File: src/rtl/flag_status_reg.sv
// Registered ALU flag generator: live {N,V,C,Z}, saturating overflow counter,
// and optional sticky flags enabled by the FLAG_STICKY_EN macro.
module flag_status_reg #(
  parameter int unsigned WIDTH = 8,
  parameter int unsigned CNT_W = 4
) (
  input  logic             clk,
  input  logic             rst,
  input  logic             in_valid,
  input  logic [WIDTH-1:0] resultado,
  input  logic             a_msb,
  input  logic             b_msb,
  input  logic             cout,
  input  logic [2:0]       operacao,
  input  logic             clr,
  output logic [3:0]       flags,
  output logic             flags_valid,
`ifdef FLAG_STICKY_EN
  output logic [3:0]       sticky,
`endif
  output logic [CNT_W-1:0] ovf_count
);

  typedef enum logic [2:0] {
    OP_ADD = 3'b100,
    OP_SUB = 3'b101
  } op_e;

  logic             n_new;
  logic             v_new;
  logic             c_new;
  logic             z_new;
  logic [3:0]       new_flags;
  logic [CNT_W-1:0] cnt_base;
  logic [CNT_W-1:0] cnt_next;

  always_comb begin
    n_new = resultado[WIDTH-1];
    z_new = (resultado == '0);
    c_new = 1'b0;
    v_new = 1'b0;
    if (operacao == OP_ADD) begin
      c_new = cout;
      v_new = (a_msb == b_msb) && (n_new != a_msb);
    end else if (operacao == OP_SUB) begin
      c_new = ~cout;
      v_new = (a_msb != b_msb) && (n_new != a_msb);
    end
    new_flags = {n_new, v_new, c_new, z_new};
  end

  // Clear takes effect before the same-cycle sample, so the sample counts from zero.
  always_comb begin
    cnt_base = clr ? '0 : ovf_count;
    cnt_next = cnt_base;
    if (in_valid && v_new && (cnt_base != '1))
      cnt_next = cnt_base + CNT_W'(1);
  end

  always_ff @(posedge clk or posedge rst) begin
    if (rst) begin
      flags       <= '0;
      flags_valid <= 1'b0;
      ovf_count   <= '0;
    end else begin
      flags_valid <= in_valid;
      if (in_valid)
        flags <= new_flags;
      ovf_count <= cnt_next;
    end
  end

`ifdef FLAG_STICKY_EN
  always_ff @(posedge clk or posedge rst) begin
    if (rst)
      sticky <= '0;
    else
      sticky <= (clr ? 4'b0000 : sticky) | (in_valid ? new_flags : 4'b0000);
  end
`endif

endmodule

File: config.mk
export PLATFORM = sky130hd
export DESIGN_NAME = flag_status_reg
export DESIGN_NICKNAME = d
export VERILOG_FILES = /design/src/rtl/flag_status_reg.sv
export SDC_FILE = /design/constraint.sdc
export NUM_CORES = 1
export LEC_CHECK = 0
export BUFFER_PORTS_ARGS = -buffer_cell sky130_fd_sc_hd__buf_2
export CORE_AREA = 2 2 39 41
export CTS_BUF_LIST = sky130_fd_sc_hd__clkbuf_4 sky130_fd_sc_hd__clkbuf_8
export CTS_CLUSTER_SIZE = 12
export DETAILED_ROUTE_END_ITERATION = 10
export DIE_AREA = 0 0 41 43
export PLACE_DENSITY = 0.68
export RECOVER_POWER = 50
export SYNTH_ARGS = -nofsm -noshare
export SYNTH_HDL_FRONTEND = slang
export SYNTH_SLANG_ARGS = --single-unit
export TNS_END_PERCENT = 10
File: constraint.sdc
create_clock -name clk -period 1.3 [get_ports clk]
set_input_delay 0.065 -clock clk [delete_from_list [all_inputs] [get_ports clk]]
set_output_delay 0.065 -clock clk [all_outputs]
set_load 0.01 [all_outputs]
==> results.toml, run 1 <==
[yosys]
synth-seq-cells = 9
syn_area_um2 = 454.2
yosysTopAreaCell = "dfrtp_1"
ys_seq_area_share_pct = 49.59
netlist_instances = 43
syn-num-nets = 62
synth_area_per_cell_um2 = 10.56
synthTopCellsByArea = "dfrtp_1 (50%), mux2i_1 (6.6%), nor2b_1 (5.5%)"
ys_types = 20
yosysTopAreaCellShare_pct = 49.59
synth-warning-count = 0

[sta]
min_period_ns = 1.369
setup_tns_ns = -0.08003
slew_headroom_pct = 76.45
layout_setup_ws_ns = -0.06897
hold_viol_final = 0
finalCritPeriodShare_pct = 105.3
fin_skew_ns = 0.00009776
finalMaxSlewViolations = 0
rsz0062_at_grt = "true"
worstMarginPinSlew_ns = 0.3529
fmax_mhz = 730.5
setup_viol = 2

[cts]
cts-buffers-inserted = 3
root_buffer = "clkbuf_4"
clkTransAtPathRegs_ns = 0.06
h-tree-depth = 1
clk_latency_ns = 0.26
tritoncts = "done"
clockBufferDepth = 2
clock-sinks = 9

[setup_path]
crit_arrival_ns = 1.52
cp_max_fo = 2
start_kind = "flip-flop"
r2r_slack_ns = -0.07
critPathSlowestCell = "dfrtp_1"
worst-path-stages = 6
cpLargestDelayFamily = "flip-flops"
end_kind = "flip-flop"
crit_buf_inv = 0
r2r_cells = 6
cpPeakStageDelay_ns = 0.38
path_cells = "nor2b_4, ha_4, nand2_2, nor2_1, nor3_2, mux2_1"
crit_type = "reg2reg"
critical_path_required_ns = 1.45

[grt]
grt_start_max_net_pins = 10
grt_usage_pct = 16.75
grt-ovfl-total = 0
grt_pass1_wl_mm = 1.869
antenna_found_initial = 0
grt_pass1_vias = 443

[outcome]
outcome = "finished, violations left"
violations = "negative setup slack"

[route]
routed_via_density = 4.622
ant_nets = 0
first_iter_violations = 9
drt_pass1_iterations = 6
wire_per_inst_um = 11.74
drc = 0
drt-total-wl_mm = 1.151
via_count = 453

[floorplan]
die_w_um = 41
initial_core_util_pct = 32.82
placementRows = 14
io_pins = 27
core_um2 = 1384
die_y_um = 43
die_area_um2 = 1763

[placed_design]
place_congestion = 0.6637
placed_area_um2 = 669.4
pre_cts_ws_ns = -0.1314
port_buffers = 26
dp_hpwl_um = 850.1

[cells_and_area]
nFillCells = 124
postLayoutCellArea_um2 = 744.5
antenna_cells = 0
area_growth_pct = 63.91
fin_nets = 102
drive_gt1_share_pct = 53.66

[power]
peakVddDrop_mv = 0.4250
p_leak_nw = 0.3798
power.density_nw_per_um2 = 857.1
finalPower_w = 0.0006381

[run]
maxCapViolCount = 0

[hold_path]
hold_depth = 2
hold_class = "in2reg"
==> per-layer routing <==
layer | share of wire [%] | track usage, % | vias to the layer above
met5 | 0 | 0 | -
met4 | 0 | 15.33 | 0
met3 | 3.9 | 3.665 | 0
met2 | 59 | 26.25 | 15
met1 | 37 | 16.99 | 212
li1 | - | - | 226
==> report_power, final <==
| group | internal (W) | switching, W | total (W) | leakage, nW |
|---|---|---|---|---|
| clock network | 0.000140 | 0.000103 | 0.000243 | 0.0184 |
| logic | 0.0000547 | 0.0000469 | 0.000102 | 0.241 |
| registers | 0.000290 | 0.00000381 | 0.000294 | 0.120 |
==> worst register-to-register path, stage by stage, from the launching register on <==
cell	delay, ns
dfrtp_1	0.38
nor2b_4	0.14
ha_4	0.16
nand2_2	0.05
nor2_1	0.04
nor3_2	0.15
mux2_1	0.34
==> worst paths after layout <==
path,start,to
worst max-delay path,ovf_count[0],ovf_count[1]
worst min-delay path,resultado[7],flags[3]
worst max register to register,ovf_count[0],ovf_count[1]
worst min register to register,flags[3],flags[3]
max in group asynchronous,rst,ovf_count[0]
min in group asynchronous,rst,flags[1]
==> cell families (layout without fill, tap and decap cells) <==
group	count (synthesis)	count (layout)	synth area share, %
fa+ha+maj	1	1	2.754
flops	9	9	49.59
compound gates	3	3	3.855
mux	5	5	11.57
xor+xnor	3	3	5.786
buf+inv	4	43	3.305
simple gates	18	18	23.14
==> Yosys cell counts (all sizes together) <==
master and number:
dfrtp 9, ha 1, inv 4, mux2 2, mux2i 3, nand2 1, nand2b 2, nand3 2
nand3b 1, nor2 3, nor2b 4, nor3 2, nor3b 1, nor4 2, o21ai 1, o22ai 2
xnor2 1, xor2 2
==> metrics by stage <==
stage                     hold slack [ns]  cells  util (%)
after detailed placement          0.04922     90     48.37
after global routing              0.08433     98     53.80
final                             0.08194     98     53.80
after global placement            0.04817     90     48.37
after floorplan                   -0.1071     43         -
after CTS                         0.07888     98     53.80
==> cell type report <==
cell class	count	area, um^2	share of cell area (%)
inverter	4	15.01	2.017
clock buffer	4	30.03	4.034
multi-input combinational	30	251.5	33.78
tap	16	20.02	2.689
timing repair buffer	35	202.7	27.23
sequential	9	225.2	30.25
==> registers in the layout (all words and copies together) (netlist names) <==
signal / flops
flags: 4
ovf_count: 4
flags_valid: 1
==> cells in the final DEF (no fill, tap or decap), types with 2 or more instances in the layout <==
cell,synthesis,final
buf_2,0,26
dfrtp_1,9,9
buf_4,0,7
inv_1,4,4
clkbuf_4,0,4
nor2_1,3,3
mux2i_1,3,3
nor2b_4,0,2
nand2b_1,2,2
nor2b_1,4,2
nand3_1,2,2
o22ai_1,2,2
nor4_1,2,2
dlygate4sd3_1,0,2
==> timing repair <==
action / 4_1_cts / 5_1_grt
setup endpoints to repair: 1 / 4
hold buffers: 2 / 0
setup buffers: 2 / 0
hold endpoints to repair: 10 / 0
pin swaps: 2 / 0
gates resized for setup: 2 / 0
No activity file was read; power rests on OpenSTA's default activity.
==> inputs of run 2 (changes only) <==
--- a/config.mk
+++ b/config.mk
@@ -5,14 +5,14 @@
 export SDC_FILE = /design/constraint.sdc
 export NUM_CORES = 1
 export LEC_CHECK = 0
-export BUFFER_PORTS_ARGS = -buffer_cell sky130_fd_sc_hd__buf_2
 export CORE_AREA = 2 2 39 41
 export CTS_BUF_LIST = sky130_fd_sc_hd__clkbuf_4 sky130_fd_sc_hd__clkbuf_8
 export CTS_CLUSTER_SIZE = 12
 export DETAILED_ROUTE_END_ITERATION = 10
 export DIE_AREA = 0 0 41 43
-export PLACE_DENSITY = 0.68
+export DONT_BUFFER_PORTS = 1
 export RECOVER_POWER = 50
+export SLEW_MARGIN = 20
 export SYNTH_ARGS = -nofsm -noshare
 export SYNTH_HDL_FRONTEND = slang
 export SYNTH_SLANG_ARGS = --single-unit
==> constraint.sdc (replaced) <==
create_clock -name clk -period 1.65 [get_ports clk]
set_input_delay 0.0825 -clock clk [delete_from_list [all_inputs] [get_ports clk]]
set_output_delay 0.0825 -clock clk [all_outputs]
set_load 0.01 [all_outputs]
==> run 2 against run 1 <==
Net effect: the flow finishes with violations (negative hold slack); non-clock buffer count shrank 29; clock skew grew 0.0027 ns; first-iteration DRC count is 11% lower; wire length decreased by 16%; via count decreased by 23%; sequential cell count did not move; die area stayed put; worst setup slack gained 0.22 ns; maximum frequency decreased by 8.4%; design area is 26% lower; cell count decreased by 30%; largest cell class is now flip-flops and latches; highest routed layer is now met4.
==> results.toml, run 2 (same netlist as run 1, synthesis figures left out) <==
[cells_and_area]
fin_nets = 73
fin_cells = 69
area_growth_pct = 22.04
layout_commonest_cell = "dfrtp_1"
drive_gt1_share_pct = 16.98
reg.largest.list = "flags: 4 flops, ovf_count: 4 flops, flags_valid: 1 flops"
postLayoutCellArea_um2 = 554.3
antenna_cells = 0
layout_common_cells = "dfrtp_1 (9), nor2b_1 (4), inv_1 (4)"

[power]
power.density_nw_per_um2 = 813.4
p_comb_share_pct = 9.2
power_switching_w = 0.0001105
power.share.switching_pct = 24.51
p_leak_nw = 0.2501
peakVddDrop_mv = 0.3276
clkPwrFrac_pct = 38.4
power.internal_w = 0.0003403
seq_power_share_pct = 52.4
finalPower_w = 0.0004508

[floorplan]
placementRows = 14
initial_core_util_pct = 32.82
die_area_um2 = 1763
die_w_um = 41
die_y_um = 43
core_um2 = 1384
io_pins = 27

[sta]
rsz0062_at_grt = "false"
min_period_ns = 1.494
worstMarginPinSlew_ns = 0.3416
fin_skew_ns = 0.002799
fmax_mhz = 669.2
finalMaxSlewViolations = 0
slew_headroom_pct = 77.20
hold-worst-slack_ns = -0.002482
hold_viol_final = 1
finalCritPeriodShare_pct = 90.56
setup_tns_ns = 0
setup_viol = 0

[cts]
clkTransAtPathRegs_ns = 0.07
cts-buffers-inserted = 3
clock-sinks = 9
clockBufferDepth = 2
tritoncts = "done"
h-tree-depth = 1
root_buffer = "clkbuf_4"
clk_latency_ns = 0.26

[grt]
grt_start_max_net_pins = 10
antenna_found_initial = 0
grt-ovfl-total = 0
grt_pass1_wl_mm = 1.552
grt_pass1_vias = 379
grt_usage_pct = 13.98

[setup_path]
end_kind = "flip-flop"
critical_path_required_ns = 1.80
crit_type = "reg2reg"
crit_arrival_ns = 1.64
cp_max_fo = 3
start_kind = "flip-flop"

[outcome]
violations = "negative hold slack"
outcome = "finished, violations left"

[route]
drc = 0
first_iter_violations = 8
drt-total-wl_um = 963
routed_via_density = 5.029
wire_per_inst_um = 13.96
via_count = 347
drt_pass1_iterations = 4
ant_nets = 0

[placed_design]
dp.cells = 62
placed_area_um2 = 496.7
port_buffers = 0
place_congestion = 0.7265

[run]
maxCapViolCount = 0

[hold_path]
hold_class = "in2reg"
run 2: worst paths after layout:
path                                    from            to  slack [ns]  depth (start not counted)
min in group asynchronous                rst      flags[0]        0.21                          2
worst min-delay path                    cout      flags[1]      -0.002                          2
worst min register to register      flags[1]      flags[1]        0.58                          2
worst max register to register  ovf_count[1]  ovf_count[1]        0.16                          6
worst max-delay path            ovf_count[1]  ovf_count[1]        0.16                          6
max in group asynchronous                rst  ovf_count[2]        1.19                          2
run 2: repair_timing:
action | CTS | global route
gates resized for setup | 0 | 0
hold endpoints to repair | 14 | 0
setup buffers | 0 | 0
hold buffers | 3 | 0
run 2: cell type report:
cell class / instances / area (um^2)
Fill cell: 146 / 829.5
Sequential cell: 9 / 225.2
Multi-Input combinational cell: 30 / 214.0
Timing Repair Buffer: 6 / 52.55
Clock buffer: 3 / 22.52
Tap cell: 16 / 20.02
Inverter: 4 / 15.01
Clock inverter: 1 / 5.005
run 2: power by group through the flow:
stage | logic, W | clock network, W | registers, W
2_1_floorplan | 0.0000245 | 0 | 0.000240
3_5_place_dp | 0.0000348 | 0 | 0.000240
5_1_grt | 0.0000464 | 0.000194 | 0.000237
4_1_cts | 0.0000424 | 0.000181 | 0.000236
6_report | 0.0000415 | 0.000173 | 0.000236
3_3_place_gp | 0.0000346 | 0 | 0.000240
run 2: routing by layer:
metal | track usage [%] | routed length (um) | vias up
met5 | 0 | 0 | -
met4 | 12.00 | 34 | 0
met3 | 3.141 | 31 | 4
met2 | 22.19 | 557 | 9
met1 | 14.24 | 340 | 167
li1 | - | - | 167
run 2: through the flow:
step                hold slack [ns]  utilization [%]  worst slack [ns]
floorplan                  -0.08958                -            0.1862
global placement           -0.03824            35.90            0.1904
detailed placement         -0.03925            35.90            0.1589
CTS                        0.001481            40.05            0.1469
global route                0.04190            40.05           0.07197
finish                    -0.002482            40.05            0.1557
run 2: critical path, cell delays in order, from the launching register on:
cell	delay [ns]
dfrtp_1	0.37
nor2b_1	0.15
ha_1	0.23
nand2_1	0.07
nor2_1	0.04
nor3_2	0.17
mux2_1	0.34
